$ cat config.mk
export PLATFORM = sky130hd
export DESIGN_NAME = sdram_frame_sched
export DESIGN_NICKNAME = d
export VERILOG_FILES = /design/src/rtl/sdram_sched_pkg.sv /design/src/rtl/sched_wr_chan.sv /design/src/rtl/sdram_frame_sched.sv
export SDC_FILE = /design/constraint.sdc
export NUM_CORES = 1
export LEC_CHECK = 0
export CORE_ASPECT_RATIO = 0.7
export CORE_MARGIN = 4
export CORE_UTILIZATION = 54
export CTS_CLUSTER_DIAMETER = 60
export DETAILED_ROUTE_END_ITERATION = 10
export HOLD_SLACK_MARGIN = 0.12
export PLACE_DENSITY = 0.81
export SLEW_MARGIN = 20
export SYNTH_ARGS = -nofsm -noshare
export SYNTH_HDL_FRONTEND = slang
export SYNTH_HIERARCHICAL = 1
export SYNTH_SLANG_ARGS = --single-unit
$ cat constraint.sdc
create_clock -name clk -period 7 [get_ports clk]
set_clock_uncertainty 0.1 [all_clocks]
set_input_delay 1.4 -clock clk [delete_from_list [all_inputs] [get_ports clk]]
set_output_delay 1.4 -clock clk [all_outputs]
set_load 0.01 [all_outputs]
$ cat src/rtl/sdram_sched_pkg.sv
// sdram_sched_pkg: scheduler FSM states, channel IDs and burst length clipping
package sdram_sched_pkg;
  typedef enum logic [1:0] {IDLE, ARB, ISSUE, BUSY} sched_state_t;
  localparam logic [1:0] CH0 = 2'd0;
  localparam logic [1:0] CH1 = 2'd1;
  localparam logic [1:0] CH_RD = 2'd2;
  function automatic logic [31:0] clip_len(input logic [31:0] remain, input logic [31:0] burst);
    return remain < burst ? remain : burst;
  endfunction
endpackage

$ cat src/rtl/sched_wr_chan.sv
// sched_wr_chan: frame offset, ping-pong buffer and frame-start bookkeeping for one camera write channel
module sched_wr_chan import sdram_sched_pkg::*; #(
  parameter int ADDR_W = 24,
  parameter int LEN_W = 10,
  parameter int BURST_LEN = 128,
  parameter int FRAME_WORDS = 384000
) (
  input  logic              clk,
  input  logic              rst,
  input  logic              sof,
  input  logic              busy,
  input  logic              done,
  input  logic              rd_own,
  input  logic              rd_buf,
  output logic [ADDR_W-1:0] offset,
  output logic [LEN_W:0]    len,
  output logic              wbuf,
  output logic              last_done,
  output logic              valid_done,
  output logic              frame_done
);
  logic sof_pend;
  logic eof;
  assign len = (LEN_W+1)'(clip_len(FRAME_WORDS - 32'(offset), BURST_LEN));
  assign eof = 32'(offset) + 32'(len) == FRAME_WORDS;
  // a frame start seen while this channel's burst is in flight waits for its completion
  always_ff @(posedge clk)
    if (rst) begin
      offset <= '0;
      wbuf <= 1'b0;
      last_done <= 1'b0;
      valid_done <= 1'b0;
      frame_done <= 1'b0;
      sof_pend <= 1'b0;
    end else begin
      frame_done <= done && eof;
      if (done) begin
        offset <= eof || sof || sof_pend ? '0 : offset + ADDR_W'(len);
        sof_pend <= 1'b0;
        if (eof) begin
          last_done <= wbuf;
          valid_done <= 1'b1;
          wbuf <= rd_own ? !rd_buf : !wbuf;
        end
      end else if (busy) sof_pend <= sof_pend || sof;
      else if (sof) offset <= '0;
    end
endmodule

$ cat src/rtl/sdram_frame_sched.sv
// sdram_frame_sched: burst arbiter and address generator for two ping-pong camera writers and one LCD reader
module sdram_frame_sched import sdram_sched_pkg::*; #(
  parameter int ADDR_W = 24,
  parameter int LEN_W = 10,
  parameter int BURST_LEN = 128,
  parameter int FRAME_WORDS = 384000,
  parameter logic [ADDR_W-1:0] CH1_BASE = 24'h200000,
  parameter logic [ADDR_W-1:0] BUF_STRIDE = 24'h080000,
  parameter int RD_LOW = 256
) (
  input  logic              clk,
  input  logic              rst,
  input  logic              init_done,
  input  logic [LEN_W:0]    wr0_cnt,
  input  logic [LEN_W:0]    wr1_cnt,
  input  logic              wr0_sof,
  input  logic              wr1_sof,
  input  logic [LEN_W:0]    rd_cnt,
  input  logic              rd_sof,
  input  logic              disp_sel,
  output logic              cmd_valid,
  input  logic              cmd_ready,
  output logic              cmd_wr,
  output logic [1:0]        cmd_ch,
  output logic [ADDR_W-1:0] cmd_addr,
  output logic [LEN_W:0]    cmd_len,
  input  logic              cmd_done,
  output logic [1:0]        frame_done
);
  sched_state_t state;
  logic [ADDR_W-1:0] w_off [2];
  logic [ADDR_W-1:0] w_addr [2];
  logic [LEN_W:0] w_len [2];
  logic [1:0] w_buf, last_done, valid_done, w_elig;
  logic rr, w_pick, in_flight;
  logic rd_ch, rbuf, rd_active, rd_pend, pend_sel, sel;
  logic rd_fly, rd_done, rd_apply, rd_elig, rd_eof;
  logic [ADDR_W-1:0] rd_off, rd_addr;
  logic [LEN_W:0] rd_len;
  assign in_flight = state == ISSUE || state == BUSY;
  for (genvar g = 0; g < 2; g++) begin : g_wr
    sched_wr_chan #(
      .ADDR_W(ADDR_W), .LEN_W(LEN_W), .BURST_LEN(BURST_LEN), .FRAME_WORDS(FRAME_WORDS)
    ) u_chan (
      .clk(clk),
      .rst(rst),
      .sof(g ? wr1_sof : wr0_sof),
      .busy(in_flight && cmd_ch == 2'(g)),
      .done(state == BUSY && cmd_done && cmd_ch == 2'(g)),
      .rd_own(rd_active && rd_ch == 1'(g)),
      .rd_buf(rbuf),
      .offset(w_off[g]),
      .len(w_len[g]),
      .wbuf(w_buf[g]),
      .last_done(last_done[g]),
      .valid_done(valid_done[g]),
      .frame_done(frame_done[g])
    );
    assign w_addr[g] = (g ? CH1_BASE : '0) + (w_buf[g] ? BUF_STRIDE : '0) + w_off[g];
    assign w_elig[g] = w_len[g] != '0 && 32'(g ? wr1_cnt : wr0_cnt) >= 32'(w_len[g]);
  end
  assign rd_len = (LEN_W+1)'(clip_len(FRAME_WORDS - 32'(rd_off), BURST_LEN));
  assign rd_eof = 32'(rd_off) + 32'(rd_len) == FRAME_WORDS;
  assign rd_addr = (rd_ch ? CH1_BASE : '0) + (rbuf ? BUF_STRIDE : '0) + rd_off;
  assign rd_elig = rd_active && 32'(rd_cnt) < RD_LOW;
  assign rd_fly = in_flight && cmd_ch == CH_RD;
  assign rd_done = state == BUSY && cmd_done && cmd_ch == CH_RD;
  // a display switch waits until any read burst in flight has completed
  assign rd_apply = (rd_sof || rd_pend) && (!rd_fly || rd_done);
  assign sel = rd_sof ? disp_sel : pend_sel;
  assign w_pick = &w_elig ? rr : w_elig[1];
  always_ff @(posedge clk)
    if (rst) begin
      rd_ch <= 1'b0;
      rbuf <= 1'b0;
      rd_off <= '0;
      rd_active <= 1'b0;
      rd_pend <= 1'b0;
      pend_sel <= 1'b0;
    end else if (rd_apply) begin
      rd_ch <= sel;
      rbuf <= last_done[sel];
      rd_off <= '0;
      rd_active <= valid_done[sel];
      rd_pend <= 1'b0;
    end else begin
      if (rd_sof) begin
        rd_pend <= 1'b1;
        pend_sel <= disp_sel;
      end
      if (rd_done) rd_off <= rd_eof ? '0 : rd_off + ADDR_W'(rd_len);
    end
  always_ff @(posedge clk)
    if (rst) begin
      state <= IDLE;
      cmd_valid <= 1'b0;
      cmd_wr <= 1'b0;
      cmd_ch <= CH0;
      cmd_addr <= '0;
      cmd_len <= '0;
      rr <= 1'b0;
    end else
      case (state)
        IDLE: if (init_done) state <= ARB;
        ARB:
          if (init_done && (rd_elig || |w_elig)) begin
            state <= ISSUE;
            cmd_valid <= 1'b1;
            cmd_wr <= !rd_elig;
            cmd_ch <= rd_elig ? CH_RD : w_pick ? CH1 : CH0;
            cmd_addr <= rd_elig ? rd_addr : w_addr[w_pick];
            cmd_len <= rd_elig ? rd_len : w_len[w_pick];
            rr <= rd_elig ? rr : !w_pick;
          end
        ISSUE:
          if (cmd_ready) begin
            cmd_valid <= 1'b0;
            state <= BUSY;
          end
        BUSY: if (cmd_done) state <= ARB;
      endcase
endmodule

==> run metrics, run 1 <==
grt ovf=0; Initial DRC Count=1995; fin crit share=95.6%; Fill cells=2083; Seq/Total Area, Yosys=20.3%; via-per-instance ratio=6.94; top achievable clock speed=149 MHz; gr usage total=33.2%; Largest stage delay, worst path=0.63 ns; Hold Path Class=register to register; Post-Syn Area=0.0127 sq mm; family with the most delay on the worst path=simple AND/OR/NAND/NOR gates; TritonCTS clock tree=built; Area growth syn-to-layout=12.1%; total I/O pin count=83; top-count cell post-synth=nand2_1; first-pass GRT wire length=69.4 mm; leakage power=5.16 nW; Synth area leaders=dfxtp_1 (20%), a21oi_1 (5.9%), ha_1 (5.7%), nand2_1 (5.0%), nor2_1 (4.4%); Final Hold Fails=0; outcome=finished, final reports clean; vias in the first global route=12500; relative slew slack=28.3%; met1 usage=50.5%; dpl cells=2053; Worst Path Required=7.22 ns; critical-path cell list=inv_1 > ha_1 > nor3b_2 > nand4_1 > a2111oi_0 > mux2_4 > o2111ai_4 > nor2_2 > and3_1 > ha_1 > nand3_1 > nand3_1 > o21ai_0 > a22oi_1 > a311oi_1 > nor2_1 > o221ai_1 > or4_4 > o211ai_4 > o21ai_1 > a21o_1; Post-synth EDFFs=0; Clock Tree Buf Depth=2; mean post-synth cell area=7.31 sq um; Max-Cap Viols=0; effective utilization at floorplan=55.6%; Final min period=6.69 ns; most area-hungry cell type in the Yosys netlist=dfxtp_1; GR peak layer=met1; crit path DAT=6.91 ns; final setup margin=0.307 ns; met2 Track Usage GR=44.5%; non-filler cells, final=2085; final weighted congestion in routability-driven placement=1.07; TritonRoute pass-1 iters=6; drt drc=0; hpwl dp=33.8 mm; Setup crit end kind=register; met3 Use GR=8.78%; nets@finish=1860; share of the synthesized area in the top cell type=20.3%; worst-skew pair later-pin latency=0.43 ns; htree depth=4; max-slew violations=0; Buf/Inv on CP=1; WL/cell=21.5 um; core area=0.0229 sq mm; Total Power=2.00 mW; Synth Register Bits=129; Crit Path Max Fanout=13; Post-Route WL=44.8 mm; Placed Area=0.0136 sq mm; VDD IR-drop max=0.000182 V; share of cells above drive strength 1=11.1%; # port buffers=74; initial antenna violation count=1; Via Count=14500; row cnt=46; post-cts sizing count=0; distinct cell type count after synthesis=97; clk sinks=129; Syn Inst Count=1742; Worst Tran Pin Value=1.07 ns; ys flop type=dfxtp_1; Clk pin slew, worst setup/hold paths=0.06 ns; Syn. warnings=6; Root Buffer=clkbuf_16; ANT nets after route=0; design area=0.0143 sq mm; Crit Path Class=register to register; asr flop ratio synth=0%; Num CTS Buffers=17; Post-Place Worst Slack=0.329 ns; P per Cell Area=140 mW/mm^2; Fin Setup TNS=0 ns; Setup crit start kind=register; slowest CP cell=or4_4; RSZ-0062 raised after global routing=no; # setup viols final=0; Post-CTS Setup Bufs=0; commonest cells in the netlist=nand2_1 (171), a21oi_1 (151), nor2_1 (149); Die H=136 um; DIE WIDTH=192 um; full die area=0.0261 sq mm; hold buffers post-CTS=0; largest net degree at the start of global routing=62
## per-layer routing
layer | up-vias | part of all wire (%)
met2 | 1136 | 39
met1 | 6714 | 43
met4 | 0 | 3.5
met5 | - | 0
li1 | 6506 | -
met3 | 122 | 15
## cells in the final DEF (no fill, tap or decap), types with 17 or more instances in the layout
cell / n
ha_1: 58
o21a_1: 18
buf_4: 45
nand4_1: 22
o21ai_0: 87
inv_1: 76
xor2_1: 22
or2_2: 20
and3_1: 32
clkdlybuf4s50_1: 73
nand2_1: 171
o211ai_1: 41
or3_1: 18
a31o_2: 20
o31ai_1: 18
nand3_1: 68
a21oi_1: 151
clkbuf_16: 17
nor4_1: 18
nor2_1: 148
mux2i_1: 44
xnor2_1: 35
a21o_1: 21
dfxtp_1: 129
nor3_1: 55
a31oi_1: 35
## kinds of logic after synthesis
family,count (synthesis),synth area share (%)
AO/OA/AOI/OAI,552,29.6
XOR/XNOR,57,3.92
adder cells (fa/ha/maj),58,5.70
buffers and inverters,206,7.28
flip-flops,129,20.3
multiplexers,47,3.78
other,3,0.0884
AND/OR/NAND/NOR,690,29.3
## power by group
| group | leakage, nW | total [mW] | switching [mW] | internal, mW |
|---|---|---|---|---|
| Clock | 0.283 | 0.935 | 0.358 | 0.577 |
| Combinational | 3.84 | 0.297 | 0.180 | 0.117 |
| Sequential | 1.04 | 0.771 | 0.0185 | 0.752 |
## layout make-up
cell class / count / area [sq um] / area share, %
tap: 312 / 390 / 2.73
sequential: 129 / 2580 / 18.1
timing repair buffer: 120 / 1090 / 7.66
clock inverter: 9 / 131 / 0.920
clock buffer: 22 / 464 / 3.25
multi-input combinational: 1416 / 9330 / 65.3
inverter: 76 / 285 / 2.00
antenna: 1 / 2.50 / 0.0175
## worst reg2reg max path, delay by kind of cell (launching register included)
kind,cells,cell delay (ns)
muxes,1,0.26
adders and majority gates,2,0.56
AOI/OAI and AO/OA,9,2.24
and+or+nand+nor,8,2.84
buffers and inverters,1,0.19
DFF,1,0.40
## path summary, 6_finish.rpt
| path | start | endpoint | slack, ns | cells after the start |
|---|---|---|---|---|
| worst min-delay path | cmd_addr[16] | cmd_addr[16] | 0.35 | 2 |
| worst min register to register | cmd_addr[16] | cmd_addr[16] | 0.35 | 2 |
| worst max register to register | g_wr[1].u_chan/offset[0] | g_wr[1].u_chan/offset[9] | 0.31 | 21 |
| worst max-delay path | g_wr[1].u_chan/offset[0] | g_wr[1].u_chan/offset[9] | 0.31 | 21 |
## through the flow
stage | util [%] | hold slack [ns]
final | 62.3 | 0.350
after global placement | 59.5 | 0.344
after floorplan | - | 0.339
after global routing | 62.3 | 0.372
after detailed placement | 59.5 | 0.347
after CTS | 62.1 | 0.355
## sequential cells by signal (all words and copies together) (netlist names)
register / cells
rd_pend: 1
rd_active: 1
g_wr.u_chan/sof_pend: 2
rd_ch: 1
g_wr.u_chan/offset: 48
state: 2
g_wr.u_chan/wbuf: 2
pend_sel: 1
cmd_len: 11
cmd_addr: 24
g_wr.u_chan/last_done: 2
cmd_valid: 1
g_wr.u_chan/frame_done: 2
cmd_ch: 2
rd_off: 24
cmd_wr: 1
rbuf: 1
rr: 1
g_wr.u_chan/valid_done: 2
No activity file was read; power rests on OpenSTA's default activity.
==> inputs of run 2 (changes only) <==
- ABC_CLOCK_PERIOD_IN_PS: not set -> 7000
- CORE_UTILIZATION: 54 -> 50
- PLACE_DENSITY: 0.81 -> 0.76
==> run metrics, run 2 (same netlist as run 1, synthesis figures left out) <==
outcome=finished, final reports clean (unchanged); WHS Path Cells=2 (unchanged); via-per-instance ratio=6.72 (was 6.94); biggest registers after layout=g_wr.u_chan/offset: 48 flops, cmd_addr: 24 flops, rd_off: 24 flops (unchanged); Max-Cap Viols=0 (unchanged); worst reg2reg path depth=22 (was 21); Sw Share=29.0% (was 27.8%); Fin Setup TNS=0 ns (unchanged); Clk pin slew, worst setup/hold paths=0.06 ns (about the same); Num CTS Buffers=17 (unchanged); Die H=142 um (was 136 um); final weighted congestion in routability-driven placement=0.985 (was 1.07); slowest CP cell=a2111oi_0 (was or4_4); row cnt=48 (was 46); Post-Route WL=45.1 mm (was 44.8 mm); Hold Path Class=register to register (unchanged); commonest non-fill, non-tap cells in the layout=nand2_1 (171), a21oi_1 (150), nor2_1 (146) (was nand2_1 (171), a21oi_1 (151), nor2_1 (148)); critical-path cell list=inv_1 > ha_1 > nor3b_2 > nand4_1 > a2111oi_0 > mux2_4 > o2111a_1 > nand2_1 > nor2_2 > a21o_1 > ha_1 > a31oi_1 > a211oi_1 > or3_1 > a21boi_1 > or4_1 > or4_1 > or4_4 > o211ai_2 > buf_4 > o21ai_1 > a21o_1 (was inv_1 > ha_1 > nor3b_2 > nand4_1 > a2111oi_0 > mux2_4 > o2111ai_4 > nor2_2 > and3_1 > ha_1 > nand3_1 > nand3_1 > o21ai_0 > a22oi_1 > a311oi_1 > nor2_1 > o221ai_1 > or4_4 > o211ai_4 > o21ai_1 > a21o_1); Area growth syn-to-layout=11.8% (was 12.1%); Fill cells=2304 (was 2083); gr usage total=31.2% (was 33.2%); Final Hold Fails=0 (unchanged); Buf/Inv on CP=2 (was 1); WL/cell=21.5 um (about the same); Final min period=6.93 ns (was 6.69 ns); crit path DAT=7.16 ns (was 6.91 ns); nets@finish=1859 (was 1860); worst-skew pair later-pin latency=0.44 ns (was 0.43 ns); Clk network pwr share=45.6% (was 46.7%); Internal Power=1.40 mW (was 1.45 mW); non-filler cells, final=2098 (was 2085); family with the most delay on the worst path=simple AND/OR/NAND/NOR gates (unchanged); top achievable clock speed=144 MHz (was 149 MHz); grt ovf=0 (unchanged); Setup crit end kind=register (unchanged); fin crit share=99.0% (was 95.6%); flop-to-flop setup slack=0.07 ns (was 0.31 ns); vias in the first global route=12400 (was 12500); core area=0.0249 sq mm (was 0.0229 sq mm); ANT nets after route=0 (unchanged); TritonCTS clock tree=built (unchanged); VDD IR-drop max=0.000166 V (was 0.000182 V); effective utilization at floorplan=51.2% (was 55.6%); initial antenna violation count=2 (was 1); relative slew slack=29.1% (was 28.3%); max-slew violations=0 (unchanged); clk sinks=129 (unchanged); end of the worst hold path=cmd_addr[10] (was cmd_addr[16]); htree depth=4 (unchanged); RR Startpoint=g_wr[1].u_chan/offset[0] (unchanged); DIE WIDTH=199 um (was 192 um); total I/O pin count=83 (unchanged); Setup crit start kind=register (unchanged); hold path startpoint=cmd_addr[10] (was cmd_addr[16]); Clock Tree Buf Depth=2 (unchanged); Root Buffer=clkbuf_16 (unchanged); Largest stage delay, worst path=0.56 ns (was 0.63 ns); full die area=0.0281 sq mm (was 0.0261 sq mm); net switching power=0.572 mW (was 0.557 mW); TritonRoute pass-1 iters=6 (unchanged); drt drc=0 (unchanged); Reg-to-Reg End=g_wr[1].u_chan/offset[18] (was g_wr[1].u_chan/offset[9]); P per Cell Area=139 mW/mm^2 (was 140 mW/mm^2); power share of the sequential group=39.1% (was 38.5%); Worst Path Required=7.23 ns (was 7.22 ns); first-pass GRT wire length=70.0 mm (was 69.4 mm); Crit Path Class=register to register (unchanged); commonest non-fill, non-tap cell in the layout=nand2_1 (unchanged); leakage power=5.14 nW (was 5.16 nW); hpwl dp=34.3 mm (was 33.8 mm); dpl cells=2065 (was 2053); # setup viols final=0 (unchanged); Most flops, register=g_wr.u_chan/offset (unchanged); Via Count=14100 (was 14500); hold buffers post-CTS=0 (unchanged); share of cells above drive strength 1=11.2% (was 11.1%); # port buffers=74 (unchanged); combinational fraction of design power=15.2% (was 14.8%); Initial DRC Count=2211 (was 1995); largest net degree at the start of global routing=62 (unchanged); Crit Path Max Fanout=13 (unchanged); Worst Tran Pin Value=1.06 ns (was 1.07 ns); max reg flops=48 (unchanged)
run 2: cell types whose count changed in the layout (fill, tap and decap cells not counted), sizes merged:
cell    before  now
clkinv       2    5
buf         47   46
bufinv       3    2
inv         77   76
run 2: worst max-delay path by stage:
stage | startpoint | cells past startpoint | end
final | g_wr[1].u_chan/offset[0] | 22 | g_wr[1].u_chan/offset[18]
after global placement | g_wr[1].u_chan/offset[0] | 18 | g_wr[1].u_chan/frame_done
after CTS | g_wr[1].u_chan/offset[0] | 19 | g_wr[1].u_chan/wbuf
after detailed placement | g_wr[1].u_chan/offset[0] | 19 | g_wr[1].u_chan/wbuf
after floorplan | rd_off[3] | 21 | rd_off[11]
after global routing | g_wr[1].u_chan/offset[0] | 22 | g_wr[1].u_chan/offset[18]
run 2: power groups by stage:
stage / Combinational, mW / Clock [mW] / Sequential [mW]
2_1_floorplan: 0.190 / 0 / 0.784
3_3_place_gp: 0.283 / 0 / 0.786
3_5_place_dp: 0.290 / 0 / 0.787
4_1_cts: 0.293 / 0.902 / 0.771
5_1_grt: 0.329 / 0.940 / 0.774
6_report: 0.300 / 0.900 / 0.772
run 2: routing by layer:
metal	global-route usage, %	routed length (um)
met5	0	0
met4	10.1	1260
met3	8.71	5850
met2	40.8	17400
met1	48.2	20600
run 2: per-stage QoR:
stage / area (sq um) / util (%) / hold WS (ns) / power, mW / setup WS (ns)
floorplan: 12800 / - / 0.339 / 0.974 / 1.16
global placement: 13600 / 54.8 / 0.344 / 1.07 / 0.561
detailed placement: 13600 / 54.8 / 0.346 / 1.08 / 0.324
CTS: 14200 / 57.1 / 0.354 / 1.97 / 0.287
global route: 14200 / 57.3 / 0.379 / 2.04 / -0.00283
finish: 14200 / 57.3 / 0.354 / 1.97 / 0.0715
run 2: repair_timing:
action	in CTS	in global routing
buffers inserted	0	0
endpoints found under the setup margin	0	16
resized for setup	0	6
hold endpoints to repair	0	0
run 2: cell type report:
type | instances | area, sq um | share of cell area [%]
tap | 325 | 407 | 2.86
clock buffer | 22 | 454 | 3.19
sequential | 129 | 2580 | 18.1
antenna | 1 | 2.50 | 0.0176
timing repair buffer | 119 | 1070 | 7.54
clock inverter | 10 | 111 | 0.782
inverter | 76 | 285 | 2.00
multi-input combinational | 1416 | 9320 | 65.5
run 2: tightest hold or removal path: cells and delay by family (launching register included):
kind | cells | cell delay (ns)
AND/OR/NAND/NOR | 1 | 0.05
AO/OA/AOI/OAI | 1 | 0.05
flip-flops | 1 | 0.30
